$ cat config.mk
export PLATFORM = sky130hd
export DESIGN_NAME = inst_fetch
export DESIGN_NICKNAME = d
export VERILOG_FILES = /design/src/rtl/inst_fetch.sv
export SDC_FILE = /design/constraint.sdc
export NUM_CORES = 1
export LEC_CHECK = 0
export ABC_AREA = 1
export BUFFER_PORTS_ARGS = -buffer_cell sky130_fd_sc_hd__buf_4
export CAP_MARGIN = 20
export CORE_ASPECT_RATIO = 1.1
export CORE_MARGIN = 3
export CORE_UTILIZATION = 58
export CTS_CLUSTER_SIZE = 28
export DETAILED_ROUTE_END_ITERATION = 10
export GPL_TIMING_DRIVEN = 0
export PLACE_DENSITY = 0.83
export SLEW_MARGIN = 20
export SYNTH_ARGS = -nofsm -noshare
export SYNTH_HDL_FRONTEND = slang
export SYNTH_SLANG_ARGS = --single-unit
$ cat constraint.sdc
create_clock -name clk -period 4.4 [get_ports clk]
set_input_delay 0.88 -clock clk [delete_from_list [all_inputs] [get_ports clk]]
set_output_delay 0.88 -clock clk [all_outputs]
set_load 0.005 [all_outputs]
$ cat src/rtl/inst_fetch.sv
// rtl/inst_fetch.sv - instruction-fetch front end feeding decode through a 2-entry queue
//
// Purpose:
//    Owns the program counter and reads the instruction ROM, which answers
//    combinationally in the same cycle. Each fetched word is captured, tagged
//    with its PC, into a 2-entry queue. The head of the queue goes to decode
//    through a valid/ready handshake. Branch redirects and pipeline flushes
//    empty the queue and restart fetch at the new target. A flush takes
//    priority over a branch.
//
// Ports:
//    clk            in   system clock, rising edge
//    rst            in   asynchronous active-low reset
//    rom_ce         out  ROM chip enable (registered)
//    rom_addr       out  ROM byte address, always equal to the PC
//    rom_inst       in   ROM data, valid in the same cycle as rom_addr
//    id_valid       out  queue head holds an instruction
//    id_ready       in   decode accepts the head this cycle
//    id_pc          out  PC of the head entry (0 when the queue is empty)
//    id_inst        out  instruction of the head entry (0 when the queue is empty)
//    branch_flag    in   redirect request from decode
//    branch_target  in   branch redirect address
//    flush          in   pipeline flush, higher priority than branch_flag
//    new_pc         in   flush redirect address
//    misalign       out  sticky flag: the last redirect target was misaligned
module inst_fetch #(
   parameter int ADDR_W     = 32,
   parameter int INST_W     = 64,
   parameter int RESET_PC   = 0,
   parameter int INST_BYTES = 8
) (
   input  logic              clk,
   input  logic              rst,
   output logic              rom_ce,
   output logic [ADDR_W-1:0] rom_addr,
   input  logic [INST_W-1:0] rom_inst,
   output logic              id_valid,
   input  logic              id_ready,
   output logic [ADDR_W-1:0] id_pc,
   output logic [INST_W-1:0] id_inst,
   input  logic              branch_flag,
   input  logic [ADDR_W-1:0] branch_target,
   input  logic              flush,
   input  logic [ADDR_W-1:0] new_pc,
   output logic              misalign
);

   // Low address bits that must be zero for an instruction-aligned PC.
   localparam logic [ADDR_W-1:0] LOW_MASK = ADDR_W'(INST_BYTES - 1);
   localparam logic [ADDR_W-1:0] PC_STEP  = ADDR_W'(INST_BYTES);
   localparam logic [ADDR_W-1:0] PC_INIT  = ADDR_W'(RESET_PC);

   // ------------------------------------------------------------------
   // State
   // ------------------------------------------------------------------
   logic [ADDR_W-1:0] r_pc;
   logic              r_rom_ce;
   logic              r_misalign;

   logic [ADDR_W-1:0] r_q_pc   [2];
   logic [INST_W-1:0] r_q_inst [2];
   logic              r_wr_ptr;
   logic              r_rd_ptr;
   logic [1:0]        r_count;

   // ------------------------------------------------------------------
   // Redirect selection and handshake decode
   // ------------------------------------------------------------------
   logic              w_redirect;
   logic [ADDR_W-1:0] w_target;
   logic              w_target_bad;
   logic              w_not_empty;
   logic              w_not_full;
   logic              w_pop;
   logic              w_push;

   assign w_redirect   = flush | branch_flag;
   assign w_target     = flush ? new_pc : branch_target;
   assign w_target_bad = |(w_target & LOW_MASK);

   assign w_not_empty  = (r_count != 2'd0);
   assign w_not_full   = (r_count != 2'd2);

   // A redirect suppresses both sides: whatever sits in the queue or on the
   // ROM bus this cycle belongs to the abandoned path.
   assign w_pop  = w_not_empty & id_ready & ~w_redirect;
   // Popping frees a slot in the same edge, so a full queue still accepts a
   // push when the head is being consumed; this keeps one instruction per cycle.
   assign w_push = r_rom_ce & ~w_redirect & (w_not_full | w_pop);

   // ------------------------------------------------------------------
   // PC, chip enable and misalignment flag
   // ------------------------------------------------------------------
   always_ff @(posedge clk or negedge rst) begin
      if (!rst) begin
         r_pc       <= PC_INIT;
         r_rom_ce   <= 1'b0;
         r_misalign <= 1'b0;
      end else if (w_redirect) begin
         // The PC is always kept aligned; a bad target only raises the flag
         // and parks fetch until software redirects again.
         r_pc       <= w_target & ~LOW_MASK;
         r_misalign <= w_target_bad;
         r_rom_ce   <= ~w_target_bad;
      end else begin
         if (w_push) begin
            r_pc <= r_pc + PC_STEP;   // wraps modulo 2^ADDR_W
         end
         r_rom_ce <= ~r_misalign;
      end
   end

   // ------------------------------------------------------------------
   // Two-entry instruction queue
   // ------------------------------------------------------------------
   always_ff @(posedge clk or negedge rst) begin
      if (!rst) begin
         r_wr_ptr <= 1'b0;
         r_rd_ptr <= 1'b0;
         r_count  <= 2'd0;
         for (int i = 0; i < 2; i++) begin
            r_q_pc[i]   <= '0;
            r_q_inst[i] <= '0;
         end
      end else if (w_redirect) begin
         r_wr_ptr <= 1'b0;
         r_rd_ptr <= 1'b0;
         r_count  <= 2'd0;
      end else begin
         if (w_push) begin
            r_q_pc[r_wr_ptr]   <= r_pc;
            r_q_inst[r_wr_ptr] <= rom_inst;
            r_wr_ptr           <= ~r_wr_ptr;
         end
         if (w_pop) begin
            r_rd_ptr <= ~r_rd_ptr;
         end
         case ({w_push, w_pop})
            2'b10:   r_count <= r_count + 2'd1;
            2'b01:   r_count <= r_count - 2'd1;
            default: r_count <= r_count;
         endcase
      end
   end

   // ------------------------------------------------------------------
   // Outputs
   // ------------------------------------------------------------------
   assign rom_ce   = r_rom_ce;
   assign rom_addr = r_pc;
   assign misalign = r_misalign;
   assign id_valid = w_not_empty;
   // Stale entries stay in the array after a pop; mask them so an empty
   // queue always presents zeros to decode.
   assign id_pc    = w_not_empty ? r_q_pc[r_rd_ptr]   : '0;
   assign id_inst  = w_not_empty ? r_q_inst[r_rd_ptr] : '0;

endmodule

==> out/qor.yml <==
hold_viol_final: 0
clkTransAtPathRegs_ps: 60
layout_commonest_cell: "nand2_1"
intPower_uw: 4182
synthArstFlopShare_pct: 100.0
hp-class: "input pin to asynchronous set/reset pin"
htree_levels: 1
cts-root-buf: "clkbuf_16"
clockBufferDepth: 3
post_cts_resized: 0
fin_crit_ps: 3450
p_comb_share_pct: 20.7
setup_viol: 0
critPathMaxFanout: 10
p_leak_uw: 0.007035
pre_cts_ws_ps: 1527
io_buffers: 257
rows: 52
power_uw: 5864
end_kind: "primary output"
power_switching_uw: 1683
die_w_um: 136.9
p_per_area_nw_per_um2: 417.3
final-max-slew-violation-count: 0
die-area_um2: 20550
vias: 10900
cts.sinks: 221
synth_top_area_share_pct: 50.55
grt_max_degree: 93
antenna_cells: 0
grt_setup_unrepaired: "false"
cts_made_buffers: 23
final_nets: 1863
fin_tns_setup_ps: 0
cp.arrival_ps: 2570
ys_seq_area_share_pct: 50.55
clk_latency_ps: 510
holdBufCountCts: 0
synth_area_um2: 10940
slew_headroom_pct: 59.24
yosys_warnings: 0
final_cells: 1989
synth.avg_cell_area_um2: 7.597
post-route-period-util_pct: 78.40
initial_core_util_pct: 59.20
power.clock.fraction_pct: 34.9
synth-edff-count: 0
grt_overflow: 0
crit_required_ps: 3520
grt_usage_pct: 32.70
drtPass1Iterations: 5
yosys.area.top_type: "dfrtp_1"
p_seq_share_pct: 44.4
maxCapViolCount: 0
tightest_slew_ps: 611.4
syn-instance-count: 1440
fmax_mhz: 289.9
tritoncts: "done"
synth_area_leaders: "dfrtp_1, nand2_1, o21ai_1, a21oi_1, o21ai_0"
grt_pass1_vias: 10680
ir_drop_v: 0.0003701
status: "finished, final reports clean"
yosysUniqueCellTypes: 35
die_h_um: 150.0
gp_congestion: 0.9815
grt_pass1_wl_um: 53310
crit_type: "flip-flop to primary output"
first_iter_violations: 757
post_drt_wl_per_cell_um: 17.29
p_sw_share_pct: 28.69
post-cts-setup-buffers: 0
critPathLaunchType: "flip-flop"
design.core.area_um2: 18480
yosys_most_used_dff: "dfrtp_1"
ant_nets: 0
drc_errors: 0
ys_ff_latch: 221
ios: 264
grt_antenna_before_repair: 0
place_inst: 1947
drive_gt1_share_pct: 20.73
layout_setup_ws_ps: 950.4
post-dp-hpwl_um: 24680
wl_um: 34390
syn_to_final_growth_pct: 28.46
mostFrequentLayoutCells: "nand2_1, buf_4, dfrtp_1"
fin_worst_skew_ps: 8.108
vias_per_cell: 5.481
==> sequential cells by signal, indices dropped and copies added (netlist names) <==
| signal | count |
|---|---|
| misalign | 1 |
| r_count | 2 |
| r_q_inst | 128 |
| r_q_pc | 58 |
| r_rd_ptr | 1 |
| r_wr_ptr | 1 |
| rom_addr | 29 |
| rom_ce | 1 |
==> routing by layer <==
| metal | vias up | wire length [µm] | global-route usage [%] | part of all wire [%] |
|---|---|---|---|---|
| li1 | 5163 | - | - | - |
| met1 | 5145 | 13450 | 42.96 | 39 |
| met2 | 501 | 16800 | 54.29 | 49 |
| met3 | 92 | 2685 | 4.640 | 7.8 |
| met4 | 0 | 1448 | 14.02 | 4.2 |
| met5 | - | 0 | 0 | 0 |
==> worst paths after layout <==
check	start	end	slack, ps	cells after the start
max	r_count[1]	id_pc[22]	950	5
min	rst	r_q_inst[105]	280	1
max reg2reg	rom_addr[4]	rom_addr[21]	2420	10
min reg2reg	r_q_inst[78]	r_q_inst[78]	480	2
max in group asynchronous	rst	rom_addr[30]	3280	2
min in group clk	r_q_inst[78]	r_q_inst[78]	480	2
==> worst max-delay path: stages (launching register included) <==
cell	delay, ps
dfrtp_1	440
nor2_1	460
buf_2	370
buf_1	430
a21oi_1	180
buf_4	180
==> Yosys cell counts (2+ instances only) <==
master	number
a22oi_1	2
nor2_2	3
nand4_1	8
o21ai_1	125
o211ai_1	6
buf_6	13
o21ai_0	90
inv_4	2
nand2_2	2
nor2_1	107
buf_1	8
nand2_1	491
xnor2_1	2
clkbuf_1	33
nand3_1	31
inv_1	108
dfrtp_1	221
buf_4	18
o22ai_1	3
nor3_1	5
a21oi_1	121
xor2_1	4
buf_2	21
inv_2	2
nand2_4	4
==> final cells by class <==
cell class	count	area, µm²
fill	1431	4425
clock inverter	9	155.1
clock buffer	33	643.1
multi-input combinational	1018	4458
tap	243	304.0
timing repair buffer	259	1992
buffer	93	540.5
sequential	221	5530
inverter	113	429.2
==> power by group through the flow <==
stage	sequential, µW	clock, µW	combinational, µW
after floorplan	2570	0	661
after global placement	2610	0	1160
after detailed placement	2620	0	1200
after CTS	2590	2060	1220
after global routing	2640	2140	1360
final	2600	2050	1210
==> stage by stage <==
stage	hold slack (ps)	util (%)	instance area, µm²
floorplan	453.4	-	10960
global placement	465.6	71.39	13190
detailed placement	472.9	71.73	13250
CTS	303.2	76.05	14050
global route	321.0	76.05	14050
finish	283.9	76.05	14050
==> cell families after synthesis <==
group,share of synthesized area [%]
and+or+nand+nor,23.56
AOI/OAI and AO/OA,16.39
DFF,50.55
buffers and inverters,8.864
xor gates and xnor gates,0.4804
adders and majority gates,0.1144
other,0.03428
Power figures use the tool's default switching activity.
